File: config.mk
export PLATFORM = sky130hd
export DESIGN_NAME = seg_scan_reader
export DESIGN_NICKNAME = d
export VERILOG_FILES = /design/src/rtl/seg_scan_reader_pkg.sv /design/src/rtl/seg_scan_reader_seg_to_bcd.sv /design/src/rtl/seg_scan_reader.sv
export SDC_FILE = /design/constraint.sdc
export NUM_CORES = 1
export LEC_CHECK = 0
export CAP_MARGIN = 20
export CORE_MARGIN = 1.5
export CORE_UTILIZATION = 50
export CTS_CLUSTER_SIZE = 20
export DETAILED_ROUTE_END_ITERATION = 10
export HOLD_SLACK_MARGIN = 0.05
export PLACE_DENSITY_LB_ADDON = 0.05
export SKIP_CTS_REPAIR_TIMING = 1
export SYNTH_ARGS = -nofsm -noshare
export SYNTH_HDL_FRONTEND = slang
export SYNTH_SLANG_ARGS = --single-unit
File: constraint.sdc
create_clock -name clk -period 5 [get_ports clk]
set_clock_uncertainty 0.05 [all_clocks]
set_input_delay 1 -clock clk [delete_from_list [all_inputs] [get_ports clk]]
set_output_delay 1 -clock clk [all_outputs]
set_load 0.02 [all_outputs]
File: src/rtl/seg_scan_reader_pkg.sv
// Shared constants for the segment scan reader: active-low segment patterns,
// special digit codes and the frame FSM encoding.
package seg_scan_reader_pkg;

    // Segment order is {a,b,c,d,e,f,g}; a 0 bit means the segment is lit.
    localparam logic [6:0] SEG_0     = 7'b0000001;
    localparam logic [6:0] SEG_1     = 7'b1001111;
    localparam logic [6:0] SEG_2     = 7'b0010010;
    localparam logic [6:0] SEG_3     = 7'b0000110;
    localparam logic [6:0] SEG_4     = 7'b1001100;
    localparam logic [6:0] SEG_5     = 7'b0100100;
    localparam logic [6:0] SEG_6     = 7'b0100000;
    localparam logic [6:0] SEG_7     = 7'b0001111;
    localparam logic [6:0] SEG_8     = 7'b0000000;
    localparam logic [6:0] SEG_9     = 7'b0000100;
    localparam logic [6:0] SEG_BLANK = 7'b1111111;

    localparam logic [3:0] BLANK_CODE = 4'hF;
    localparam logic [3:0] ERR_CODE   = 4'hE;

    typedef enum logic {
        COLLECT = 1'b0,
        PRESENT = 1'b1
    } state_t;

endpackage

File: src/rtl/seg_scan_reader_seg_to_bcd.sv
// Combinational segment-pattern to digit lookup; unknown patterns map to
// ERR_CODE with valid low.
module seg_to_bcd
    import seg_scan_reader_pkg::*;
(
    input  logic [6:0] seg,
    output logic [3:0] digit,
    output logic       valid
);

    always_comb begin
        digit = ERR_CODE;
        valid = 1'b1;
        case (seg)
            SEG_0:     digit = 4'd0;
            SEG_1:     digit = 4'd1;
            SEG_2:     digit = 4'd2;
            SEG_3:     digit = 4'd3;
            SEG_4:     digit = 4'd4;
            SEG_5:     digit = 4'd5;
            SEG_6:     digit = 4'd6;
            SEG_7:     digit = 4'd7;
            SEG_8:     digit = 4'd8;
            SEG_9:     digit = 4'd9;
            SEG_BLANK: digit = BLANK_CODE;
            default: begin
                digit = ERR_CODE;
                valid = 1'b0;
            end
        endcase
    end

endmodule

File: src/rtl/seg_scan_reader.sv
// Captures a four-digit multiplexed 7-segment display: debounces each digit,
// assembles a frame in a shadow register and presents it with a valid/ready handshake.
module seg_scan_reader
    import seg_scan_reader_pkg::*;
#(
    parameter int STABLE_CYCLES = 4
) (
    input  logic        clk,
    input  logic        rst,
    input  logic [6:0]  seg_in,
    input  logic [3:0]  dig_sel,
    input  logic        out_ready,
    output logic [15:0] value,
    output logic        value_valid,
    output logic        err,
    output logic        overrun
);

    localparam logic [3:0] STABLE = 4'(STABLE_CYCLES);

    state_t          state_q, state_d;
    logic [3:0]      cnt_q, cnt_d;
    logic [6:0]      prev_seg_q;
    logic [3:0]      prev_sel_q;
    logic            prev_q;
    logic [3:0][3:0] shadow_q, shadow_d;
    logic [3:0]      seen_q, seen_set, seen_d;
    logic            one_hot, same, accept, frame_done;
    logic            load, discard;
    logic [3:0]      dec_digit;
    logic            dec_ok;

    seg_to_bcd u_dec (
        .seg   (seg_in),
        .digit (dec_digit),
        .valid (dec_ok)
    );

    assign one_hot = (dig_sel != 4'b0000) && ((dig_sel & (dig_sel - 4'd1)) == 4'b0000);
    assign same    = prev_q && (seg_in == prev_seg_q) && (dig_sel == prev_sel_q);

    always_comb begin
        cnt_d = cnt_q;
        if (!one_hot)
            cnt_d = 4'd0;
        else if (!same)
            cnt_d = 4'd1;
        else if (cnt_q != STABLE)
            cnt_d = cnt_q + 4'd1;
    end

    // A saturated counter holding at STABLE must not fire again; a fresh
    // sample landing straight on STABLE (STABLE_CYCLES=1) still must.
    assign accept = one_hot && (cnt_d == STABLE) && !(same && (cnt_q == STABLE));

    always_comb begin
        shadow_d = shadow_q;
        for (int i = 0; i < 4; i++)
            if (accept && dig_sel[i])
                shadow_d[i] = dec_digit;
    end

    assign seen_set   = seen_q | (accept ? dig_sel : 4'b0000);
    assign frame_done = &seen_set;
    assign seen_d     = frame_done ? 4'b0000 : seen_set;

    always_comb begin
        state_d = state_q;
        load    = 1'b0;
        discard = 1'b0;
        case (state_q)
            COLLECT: begin
                if (frame_done) begin
                    load    = 1'b1;
                    state_d = PRESENT;
                end
            end
            PRESENT: begin
                if (out_ready) begin
                    if (frame_done)
                        load = 1'b1;
                    else
                        state_d = COLLECT;
                end else if (frame_done) begin
                    discard = 1'b1;
                end
            end
            default: state_d = COLLECT;
        endcase
    end

    always_ff @(posedge clk) begin
        if (rst) begin
            state_q    <= COLLECT;
            cnt_q      <= 4'd0;
            prev_seg_q <= 7'd0;
            prev_sel_q <= 4'd0;
            prev_q     <= 1'b0;
            shadow_q   <= '0;
            seen_q     <= 4'd0;
            value      <= 16'h0000;
            err        <= 1'b0;
            overrun    <= 1'b0;
        end else begin
            state_q    <= state_d;
            cnt_q      <= cnt_d;
            prev_seg_q <= seg_in;
            prev_sel_q <= dig_sel;
            prev_q     <= one_hot;
            shadow_q   <= shadow_d;
            seen_q     <= seen_d;
            overrun    <= discard;
            if (load)
                value <= shadow_d;
            if (accept && !dec_ok)
                err <= 1'b1;
        end
    end

    assign value_valid = (state_q == PRESENT);

endmodule

==> out/results.ini <==
[run_status]
status = finished, final reports clean

[cts]
cts_tree = yes
clk_pin_slew_ps = 100
cts_max_level = 2
clk_path_buf_depth = 2
numCtsBuffers = 5
cts.sinks = 55
clkLatencyLatePin_ps = 300
clockRootBuffer = clkbuf_8

[die]
initial_core_util_pct = 52.16
core_mm2 = 0.004723
die-height_um = 73.20
die_x_um = 73.20
io_pins = 33
std_cell_rows = 25
dieArea_mm2 = 0.005358

[synth]
syn_area_mm2 = 0.002464
yosys.area.top_type = dfxtp_1
yosysTopAreaCellShare_pct = 44.69
synth_fp_nets = 265
synth_ff_type = dfxtp_1
yosysWarnings = 0
synth_area_leaders = dfxtp_1 45%, nor2b_1 7.4%, mux2_2 5.9%
syn_inst = 249
avgSynthCellArea_um2 = 9.894
synth_seq_cells = 55
synth_edf_count = 0
ys_seq_area_share_pct = 44.69
synthArstFlopShare_pct = 0
synth_cell_types = 51

[place]
gp_congestion = 0.8256
port_buffers = 32
dp_hpwl_um = 3048

[global_route]
grt_usage_pct = 16.69
antenna_found_initial = 0
grt_pass1_wl_um = 6948
grt_pass1_vias = 1522
grt_start_max_net_pins = 49
gr-total-overflow = 0

[timing]
rsz0062_at_grt = false
final_hold_viol_count = 0
tightest_slew_ps = 654.2
post-route-period-util_pct = 71.04
period_minus_slack_ps = 3552
setup_viol = 0
final.setup.tns_ps = 0
max_freq_mhz = 281.5
slew_headroom_pct = 55.77
slew_violations = 0

[layout]
multiInputGateArea_mm2 = 0.001232
diodes = 0
drive_above_1_share_pct = 11.81
syn2layout_area_growth_pct = 16.25
nNetsFinal = 286
nFillCells = 428
finish.utilization_pct = 60.64
seqCellArea_mm2 = 0.001101

[routing]
post_drt_wl_per_cell_um = 13.05
dr.pass1.iters = 4
drc = 0
vias = 1745
postRouteAntennaNets = 0
drt_iter0_drc = 131
wl_um = 4412
viasPerCell = 5.163

[critical_path]
start_kind = input port
critPathKind = in -> reg
critPathSlowestCell = clkdlybuf4s50_1
max_stage_delay_ps = 710
crit_chain = clkdlybuf4s50_1, xnor2_1, nand4_1, nor3_1, buf_4, a31oi_1, or4_4, nand2b_4, mux2_1
crit_fanout = 16
critPathCaptureType = register
cp_num_buf_inv = 2
arrival_ps = 3700
crit_family = simple AND/OR/NAND/NOR gates
required_ps = 5150

[worst_hold_path]
hold_path_class = reg -> reg

[power_and_ir_drop]
p_total_mw = 0.7417
p_leak_nw = 1.044
power.density_mw_per_mm2 = 259.0
ir_drop_mv = 0.1778

[job]
drv_cap = 0

==> layout by cell type (no fill, tap or decap), types with 2 or more instances in the layout <==
cell type,instances
ha_1,2
nor4b_1,4
mux2_1,3
nand2_1,3
clkbuf_8,5
buf_4,2
nor3_1,4
mux2_2,13
a21oi_1,5
a31oi_1,6
nor2b_1,29
inv_1,7
dfxtp_1,55
mux2i_1,12
and2b_1,3
clkdlybuf4s50_1,32
nand4_1,5
nand2b_1,2
a211oi_1,4
nand3_1,5
o21ai_0,4
and3_2,3
nor2_1,23
xnor2_1,13
==> cells by family (layout without fill, tap and decap cells) <==
kind of cell	count (synthesis)	after routing	synth area share (%)
flops	55	55	44.69
xor+xnor	14	14	4.977
buf+inv	27	49	5.281
mux	28	28	12.19
fa+ha+maj	2	2	1.016
simple gates	92	92	22.55
compound gates	31	31	9.295
==> state kept, by name, indices dropped and copies added, names as in the netlist <==
| register | flops |
|---|---|
| seen_q | 4 |
| value_valid | 1 |
| overrun | 1 |
| prev_seg_q | 7 |
| err | 1 |
| prev_sel_q | 4 |
| prev_q | 1 |
| cnt_q | 4 |
| shadow_q | 16 |
| value | 16 |
==> metal layers <==
layer  part of all wire, %  track usage (%)  vias up
li1                      -                -      898
met1                    50            22.22      817
met2                    46            26.67       25
met3                   3.4            3.315        5
met4                   1.3            6.289        0
met5                     0                0        -
==> layout make-up <==
type                            count  area share [%]
Multi-Input combinational cell    167           43.03
Sequential cell                    55           38.44
Inverter                            7          0.9174
Timing Repair Buffer               34           11.71
Clock inverter                      2          0.4369
Tap cell                           67           2.927
Clock buffer                        6           2.534
==> power by group <==
part	switching, mW	internal [mW]	leakage [nW]
logic	0.0315	0.0259	0.557
clock network	0.140	0.0983	0.0412
registers	0.00289	0.443	0.446
total	0.174	0.568	1.04
==> Yosys cell counts (5+ instances only) <==
master / instances
inv_1: 7
xnor2_1: 13
nor2b_1: 29
mux2_2: 13
mux2i_1: 12
nand4_1: 5
nor2_1: 23
clkbuf_1: 9
nand3_1: 5
a31oi_1: 6
dfxtp_1: 55
a21oi_1: 5
buf_2: 7
==> path summary, 6_finish.rpt <==
| check | from | endpoint | slack [ps] | cells past startpoint |
|---|---|---|---|---|
| max | seg_in[2] | value[7] | 1450 | 9 |
| min | err | err | 440 | 2 |
| max reg2reg | cnt_q[0] | value[7] | 1840 | 9 |
| min reg2reg | err | err | 440 | 2 |
==> through the flow <==
step	instance area, um^2	instances	setup slack (ps)	hold WS [ps]
after floorplan	2464	249	1670	395.9
after global placement	2779	330	1187	403.5
after detailed placement	2779	330	1137	422.8
after CTS	2864	338	1442	445.6
after global routing	2864	338	1337	468.7
final	2864	338	1448	439.3
==> worst reg2reg max path, stage by stage, from the launching register on <==
cell	delay, ps
dfxtp_1	410
inv_1	110
ha_1	280
nor4b_4	300
o21ai_2	100
a211oi_4	430
a31oi_1	180
or4_4	590
nand2b_4	260
mux2_1	350
(Power assumes the default switching activity.)
